### src/rtl/imem_fetch_pkg.sv
// Shared definitions for the instruction-memory fetch controller.
//   IMEM_ADDR_W   : default word-address width of the instruction memory
//   IMEM_RESET_PC : default byte PC loaded at reset
//   PC_STEP       : byte increment between sequential instructions
//   fetch_state_t : fetch sequencer states
//   align_pc      : forces a byte address onto a word boundary
package imem_fetch_pkg;

  localparam int unsigned IMEM_ADDR_W   = 8;
  localparam logic [31:0] IMEM_RESET_PC = 32'h0000_0000;
  localparam logic [31:0] PC_STEP       = 32'd4;

  typedef enum logic [2:0] {
    IDLE = 3'd0,
    REQ  = 3'd1,
    RESP = 3'd2,
    HOLD = 3'd3,
    LOAD = 3'd4
  } fetch_state_t;

  function automatic logic [31:0] align_pc(input logic [31:0] pc);
    return pc & ~32'd3;
  endfunction

endpackage

### src/rtl/imem_fetch_perf.sv
// Fetch performance counters.
//   clock, reset_n : clock and synchronous active-low reset
//   fetch_inc      : one decode handshake completed this cycle
//   stall_inc      : decode held off a valid instruction this cycle
//   perf_fetched   : running count of handshakes (wraps at 2^32)
//   perf_stall     : running count of stall cycles (wraps at 2^32)
module imem_fetch_perf (
  input  logic        clock,
  input  logic        reset_n,
  input  logic        fetch_inc,
  input  logic        stall_inc,
  output logic [31:0] perf_fetched,
  output logic [31:0] perf_stall
);

  logic [31:0] fetched_q, fetched_d;
  logic [31:0] stall_q, stall_d;

  // Next-count logic; additions wrap naturally at 32 bits.
  always_comb begin
    fetched_d = fetched_q;
    stall_d   = stall_q;
    if (fetch_inc) fetched_d = 32'(fetched_q + 32'd1);
    if (stall_inc) stall_d   = 32'(stall_q + 32'd1);
  end

  always_ff @(posedge clock) begin
    if (!reset_n) begin
      fetched_q <= 32'd0;
      stall_q   <= 32'd0;
    end else begin
      fetched_q <= fetched_d;
      stall_q   <= stall_d;
    end
  end

  assign perf_fetched = fetched_q;
  assign perf_stall   = stall_q;

endmodule

### src/rtl/imem_fetch_ctrl.sv
// Instruction fetch controller: owns the PC, reads the synchronous instruction
// memory one word at a time, and hands each word to decode over valid/ready.
// Also lends the memory to a program loader for writes.
//   clock, reset_n          : clock and synchronous active-low reset
//   imem_addr/rd/wr/wdata   : memory request side (combinational decode of state)
//   imem_rdata              : read data, valid the cycle after imem_rd
//   ld_req/addr/data, ld_gnt: program-loader write port
//   redirect, redirect_pc   : branch/jump redirect pulse and target
//   dec_valid/ready/instr/pc: registered decode handshake
// Optional build macro IMEM_PERF_CNT_EN adds perf_fetched / perf_stall outputs.
module imem_fetch_ctrl
  import imem_fetch_pkg::*;
#(
  parameter int unsigned ADDR_W   = IMEM_ADDR_W,
  parameter logic [31:0] RESET_PC = IMEM_RESET_PC
) (
  input  logic              clock,
  input  logic              reset_n,
  output logic [ADDR_W-1:0] imem_addr,
  output logic              imem_rd,
  output logic              imem_wr,
  output logic [31:0]       imem_wdata,
  input  logic [31:0]       imem_rdata,
  input  logic              ld_req,
  input  logic [ADDR_W-1:0] ld_addr,
  input  logic [31:0]       ld_data,
  output logic              ld_gnt,
  input  logic              redirect,
  input  logic [31:0]       redirect_pc,
  output logic              dec_valid,
  input  logic              dec_ready,
  output logic [31:0]       dec_instr,
  output logic [31:0]       dec_pc
`ifdef IMEM_PERF_CNT_EN
  ,
  output logic [31:0]       perf_fetched,
  output logic [31:0]       perf_stall
`endif
);

  fetch_state_t state_q, state_d;
  logic [31:0]  pc_q, pc_d;
  logic         dec_valid_q, dec_valid_d;
  logic [31:0]  dec_instr_q, dec_instr_d;
  logic [31:0]  dec_pc_q, dec_pc_d;

  // Next-state, datapath and memory-strobe decode.
  always_comb begin
    state_d     = state_q;
    pc_d        = pc_q;
    dec_valid_d = dec_valid_q;
    dec_instr_d = dec_instr_q;
    dec_pc_d    = dec_pc_q;
    imem_rd     = 1'b0;
    imem_wr     = 1'b0;
    ld_gnt      = 1'b0;
    imem_addr   = pc_q[ADDR_W+1:2];

    case (state_q)
      IDLE: begin
        state_d = ld_req ? LOAD : REQ;
      end
      REQ: begin
        // Loader is checked before the read is issued, so a grant never
        // leaves a read in flight; a redirect simply re-arms REQ.
        if (redirect) begin
          pc_d = align_pc(redirect_pc);
        end else if (ld_req) begin
          state_d = LOAD;
        end else begin
          imem_rd = 1'b1;
          state_d = RESP;
        end
      end
      RESP: begin
        if (redirect) begin
          pc_d    = align_pc(redirect_pc);
          state_d = REQ;
        end else begin
          dec_instr_d = imem_rdata;
          dec_pc_d    = pc_q;
          dec_valid_d = 1'b1;
          state_d     = HOLD;
        end
      end
      HOLD: begin
        // Redirect beats a same-cycle handshake: the held word is discarded.
        if (redirect) begin
          pc_d        = align_pc(redirect_pc);
          dec_valid_d = 1'b0;
          state_d     = REQ;
        end else if (dec_ready) begin
          pc_d        = 32'(pc_q + PC_STEP);
          dec_valid_d = 1'b0;
          state_d     = REQ;
        end
      end
      LOAD: begin
        // Redirect only retargets the PC; the loader keeps ownership.
        if (redirect) pc_d = align_pc(redirect_pc);
        if (ld_req) begin
          ld_gnt    = 1'b1;
          imem_wr   = 1'b1;
          imem_addr = ld_addr;
        end else begin
          state_d = REQ;
        end
      end
      default: begin
        state_d = IDLE;
      end
    endcase
  end

  always_ff @(posedge clock) begin
    if (!reset_n) begin
      state_q     <= IDLE;
      pc_q        <= RESET_PC;
      dec_valid_q <= 1'b0;
      dec_instr_q <= 32'd0;
      dec_pc_q    <= RESET_PC;
    end else begin
      state_q     <= state_d;
      pc_q        <= pc_d;
      dec_valid_q <= dec_valid_d;
      dec_instr_q <= dec_instr_d;
      dec_pc_q    <= dec_pc_d;
    end
  end

  assign imem_wdata = ld_data;
  assign dec_valid  = dec_valid_q;
  assign dec_instr  = dec_instr_q;
  assign dec_pc     = dec_pc_q;

`ifdef IMEM_PERF_CNT_EN
  logic fetch_inc_c;
  logic stall_inc_c;

  // A handshake overridden by a redirect is not counted as a fetch.
  assign fetch_inc_c = (state_q == HOLD) && dec_ready && !redirect;
  assign stall_inc_c = (state_q == HOLD) && !dec_ready;

  imem_fetch_perf u_perf (
    .clock        (clock),
    .reset_n      (reset_n),
    .fetch_inc    (fetch_inc_c),
    .stall_inc    (stall_inc_c),
    .perf_fetched (perf_fetched),
    .perf_stall   (perf_stall)
  );
`endif

endmodule

### config.mk
export PLATFORM = sky130hd
export DESIGN_NAME = imem_fetch_ctrl
export DESIGN_NICKNAME = d
export VERILOG_FILES = /design/src/rtl/imem_fetch_pkg.sv /design/src/rtl/imem_fetch_perf.sv /design/src/rtl/imem_fetch_ctrl.sv
export SDC_FILE = /design/constraint.sdc
export NUM_CORES = 1
export LEC_CHECK = 0
export BUFFER_PORTS_ARGS = -buffer_cell sky130_fd_sc_hd__buf_2
export CAP_MARGIN = 30
export CORE_AREA = 8 8 106 108
export DETAILED_ROUTE_END_ITERATION = 16
export DIE_AREA = 0 0 114 116
export PLACE_DENSITY = 0.95
export SLEW_MARGIN = 20
export SYNTH_ARGS = -nofsm -noshare
export SYNTH_HDL_FRONTEND = slang
export SYNTH_SLANG_ARGS = --single-unit
### constraint.sdc
create_clock -name clock -period 5.01 [get_ports clock]
set_input_delay 0.501 -clock clock [delete_from_list [all_inputs] [get_ports clock]]
set_output_delay 0.501 -clock clock [all_outputs]
set_load 0.01 [all_outputs]
# After elaboration in Yosys (flattened, before gate mapping)
# Cells that the tools add are included.
# op_classes
addsub	1
eq_ne	9
mux	23
bitwise	1
reduce_logical	8
# ops
op	n
$mux 32	3
$pmux 32 s2	1
$add 32x3->32 const B	1
$mux 3	6
$mux 8	2
$pmux 3 s5	1
$reduce_and 3->1	3
$mux 1	8
$eq 3x2->1 const B	2
$ne 2x2->1 const B	3
$reduce_bool 2->1	2
$eq 3x1->1 const B	1
$eq 3x3->1 const B	1
$logic_not 3->1	1
$ne 3x3->1 const B	1
$reduce_or 3->1	1
$mux 2	1
$ne 2x1->1 const B	1
$pmux 1 s2	1
$reduce_and 2->1	1
$not 1->1	1
# totals
ff_bits	100
in_bits	109

# Depth between registers and ports, before layout
# logic_depth
depth_word	4
ltp_mapped	7
depth_no_buf	6

# Worst setup path before layout
# OpenSTA, ideal clock, no wires.
# synth_path
kind	flip-flop to output port
from	register state_q[1]
to	output imem_addr[0]
arrival_ns	1.615
required_ns	4.509
slack_ns	2.894
stages_incl_launch_ff	6
cell_sequence	dfxtp_1 clkbuf_1 nor2_1 and3_1 clkbuf_1 mux2_2
# synth_between
elab_chain_len	2
# synth_rtl
element	line	rtl
start, declared	imem_fetch_ctrl.sv:41	fetch_state_t state_q, state_d;
start signal, assigned	imem_fetch_ctrl.sv:123	state_q <= state_d;
$eq 3x3->1	imem_fetch_ctrl.sv:59	case (state_q)
$mux 8	imem_fetch_ctrl.sv:59	
end, declared	imem_fetch_ctrl.sv:19	output logic [ADDR_W-1:0] imem_addr,
# Every way passes these cells.

# Worst setup path after layout
# layout_path
from	register pc_q[2]
to	register pc_q[26]
# layout_between
elab_chain_len	4
# layout_rtl
element	line	rtl
start, declared	imem_fetch_ctrl.sv:42	logic [31:0] pc_q, pc_d;
start signal, assigned	imem_fetch_ctrl.sv:124	pc_q <= pc_d;
$add 32x3->32	imem_fetch_ctrl.sv:93	pc_d = 32'(pc_q + PC_STEP);
$mux 32	imem_fetch_ctrl.sv:92	end else if (dec_ready) begin
$mux 32	imem_fetch_ctrl.sv:88	if (redirect) begin
$pmux 32 s2	imem_fetch_ctrl.sv:59	
# Every way passes these cells. The select of a mux whose other input is x is not followed.
# A chain may end at the register's enable or synchronous reset.

==> impl_metrics.toml <==
[final_layout]
layout.nets = 811
final_common_cell = "nand2_1"
most-common-layout-cells = "nand2_1 (160), buf_2 (148), dfxtp_1 (96)"
utilization_pct = 56.58
syn_to_final_growth_pct = 15.89
num_antenna_cells = 0
drive_above_1_share_pct = 26.63

[drt]
firstDrtPassIters = 6
wl_um = 13540
avgViaCountPerCell = 5.595
vias = 4694
drc_errors = 0
antenna_left = 0
drt_iter0_drc = 421
wl_per_cell_um = 16.13

[power_and_ir_drop]
power_frac_comb_pct = 11.6
power_frac_seq_pct = 54.4
pwr_density_cell_mw_per_mm2 = 278.1
sw_frac_of_total_pct = 27.07
p_clk_share_pct = 34.0
internal_power_mw = 1.096
power_switching_mw = 0.4066
max-vdd-ir-drop_mv = 0.1717
p_leak_nw = 2.176

[sta]
relSlewSlack_pct = 41.72
finalSetupTns_ps = 0
setup_viol = 0
post-route-period-util_pct = 53.86
rsz0062_at_grt = "false"
clock_skew_ps = 14.13
fin_crit_ps = 2698
maxSlewViolCount = 0
final_hold_viol_count = 0
clock.fmax_mhz = 370.6
tightest_slew_ps = 872.9

[min_path]
worst_hold_path.endpoint = "dec_instr[29]$_SDFFE_PN0N_"
hold_depth = 3
hold_class = "input pin to flip-flop"
min-delay-start = "imem_rdata[29]"

[global_routing]
grt_start_max_net_pins = 51
grt_pass1_wl_um = 21560
antenna_found_initial = 0
overflow = 0
grt_usage_pct = 20.24
grt_pass1_vias = 4435

[synthesis]
syn_avg_cell_area_um2 = 7.643
synthFlopType = "dfxtp_1"
yosys.area.top_type_share_pct = 41.22
synth_edf_count = 0
async_reset_ff_share_pct = 0
ys_types = 60
synth_seq_cells = 96
seq_area_frac_synth_pct = 41.22
yosys_warnings = 0
syn-instance-count = 610
ys_top_cells_by_area = "dfxtp_1 (41%), nand2_1 (13%), a21oi_1 (9.4%), buf_4 (5.8%), clkbuf_1 (2.9%)"
yosysTopAreaCell = "dfxtp_1"
syn_area_mm2 = 0.004662

[clock_tree]
cts_post_setup_buffers_inserted = 0
max-clock-path-buffers = 2
cts_buffers = 9
clk_latency_ps = 370
cts_root_buffer = "clkbuf_8"
clock-sinks = 96
htreeDepth = 3
cts-hold-fix-buffers = 0
clkTransAtPathRegs_ps = 90
tritoncts = "built"
ctsResizeCount = 0

[setup_path]
crit_required_ps = 5270
r2r_end = "pc_q[26]$_SDFFE_PN0P_"
critPathMaxFanout = 8
r2r_slack_ps = 2310
startpoint = "pc_q[2]$_SDFFE_PN0P_"
crit_path_start_kind = "flip-flop"
reg2reg_depth = 6
cp.arrival_ps = 2960
endpoint_kind = "flip-flop"
r2r_start = "pc_q[2]$_SDFFE_PN0P_"
worstSetupPathType = "flip-flop to flip-flop"

[floorplan]
fp.dieArea_mm2 = 0.01322
core_mm2 = 0.009549
rows = 36
initial_core_util_pct = 48.82
die_y_um = 116
die_w_um = 114
ios = 217

[outcome]
outcome = "completed"

[place]
io_buffers = 148
place.gp.congestion = 0.9070
hpwl_um = 9930

[flow_run]
maxCapViolCount = 0
[stage by stage]
| stage | area, um2 | setup WS [ps] | hold WS, ps | cells | power, mW |
|---|---|---|---|---|---|
| global placement | 5180 | 2214 | 438.8 | 820 | 0.9966 |
| floorplan | 4666 | 2894 | 452.7 | 611 | 0.9659 |
| detailed placement | 5206 | 2363 | 443.0 | 823 | 1.006 |
| CTS | 5403 | 2353 | 349.3 | 839 | 1.512 |
| global route | 5403 | 2075 | 339.0 | 839 | 1.571 |
| finish | 5403 | 2312 | 362.5 | 839 | 1.502 |
[worst max path at each step]
stage / slack, ps / depth (start not counted) / to
detailed placement: 2360 / 6 / pc_q[26]$_SDFFE_PN0P_
floorplan: 2890 / 5 / imem_addr[0]
finish: 2310 / 6 / pc_q[26]$_SDFFE_PN0P_
CTS: 2350 / 6 / pc_q[26]$_SDFFE_PN0P_
global route: 2080 / 6 / pc_q[26]$_SDFFE_PN0P_
global placement: 2210 / 6 / pc_q[28]$_SDFFE_PN0P_
[Yosys cell counts, drive strengths merged (2+ instances only)]
master	n
nor2	23
o221ai	2
o31ai	3
and3	10
nor4	4
nor3	17
buf	39
a21o	2
a22o	4
a21oi	88
a31oi	3
and2	4
mux2	7
nand3	14
a211oi	3
or4	4
o21ai	19
nand4	8
o31a	5
nand2	160
o2bb2ai	3
a32o	2
nor3b	3
clkbuf	37
or2	2
dfxtp	96
o211ai	3
a32oi	2
a311oi	3
o21a	3
o22ai	5
and4	4
xnor2	3
nand2b	6
inv	3
[logic make-up after synthesis]
group	share of synthesized area [%]
adders and majority gates	0.2683
other	0.08044
buffers and inverters	10.04
xor gates and xnor gates	0.5637
AOI/OAI and AO/OA	20.56
muxes	1.906
DFF	41.22
and+or+nand+nor	25.36
[critical path, stage by stage, from the launching register on]
cell	delay, ps
dfxtp_1	470
ha_1	260
nand4_1	320
nor4_1	830
nand4_1	200
and3_1	230
o31a_1	280
[layer usage]
metal | global-route usage (%) | up-vias | routed length, um
met2 | 34.07 | 242 | 6505
met4 | 6.122 | 0 | 204
li1 | - | 2273 | -
met1 | 23.17 | 2149 | 5386
met3 | 8.025 | 30 | 1439
met5 | 0 | - | 0
[cell type report]
cell class	instances	area, um2
clock buffer	11	131.4
clock inverter	5	65.06
fill	928	4146
inverter	3	11.26
multi-input combinational	435	2302
sequential	96	1922
tap	133	166.4
timing repair buffer	156	804.5
[sequential cells by signal, summed over array words and instances, names as in the netlist]
register and count:
dec_pc 30, pc_q 30, dec_valid 1, dec_instr 32, state_q 3
[power groups by stage]
stage,Sequential [mW],Clock (mW),Combinational [mW]
final,0.817,0.511,0.174
after global routing,0.821,0.557,0.194
after CTS,0.816,0.523,0.173
after detailed placement,0.833,0,0.172
after global placement,0.832,0,0.165
after floorplan,0.821,0,0.145
Note: power is estimated with default switching activity, not from simulation.
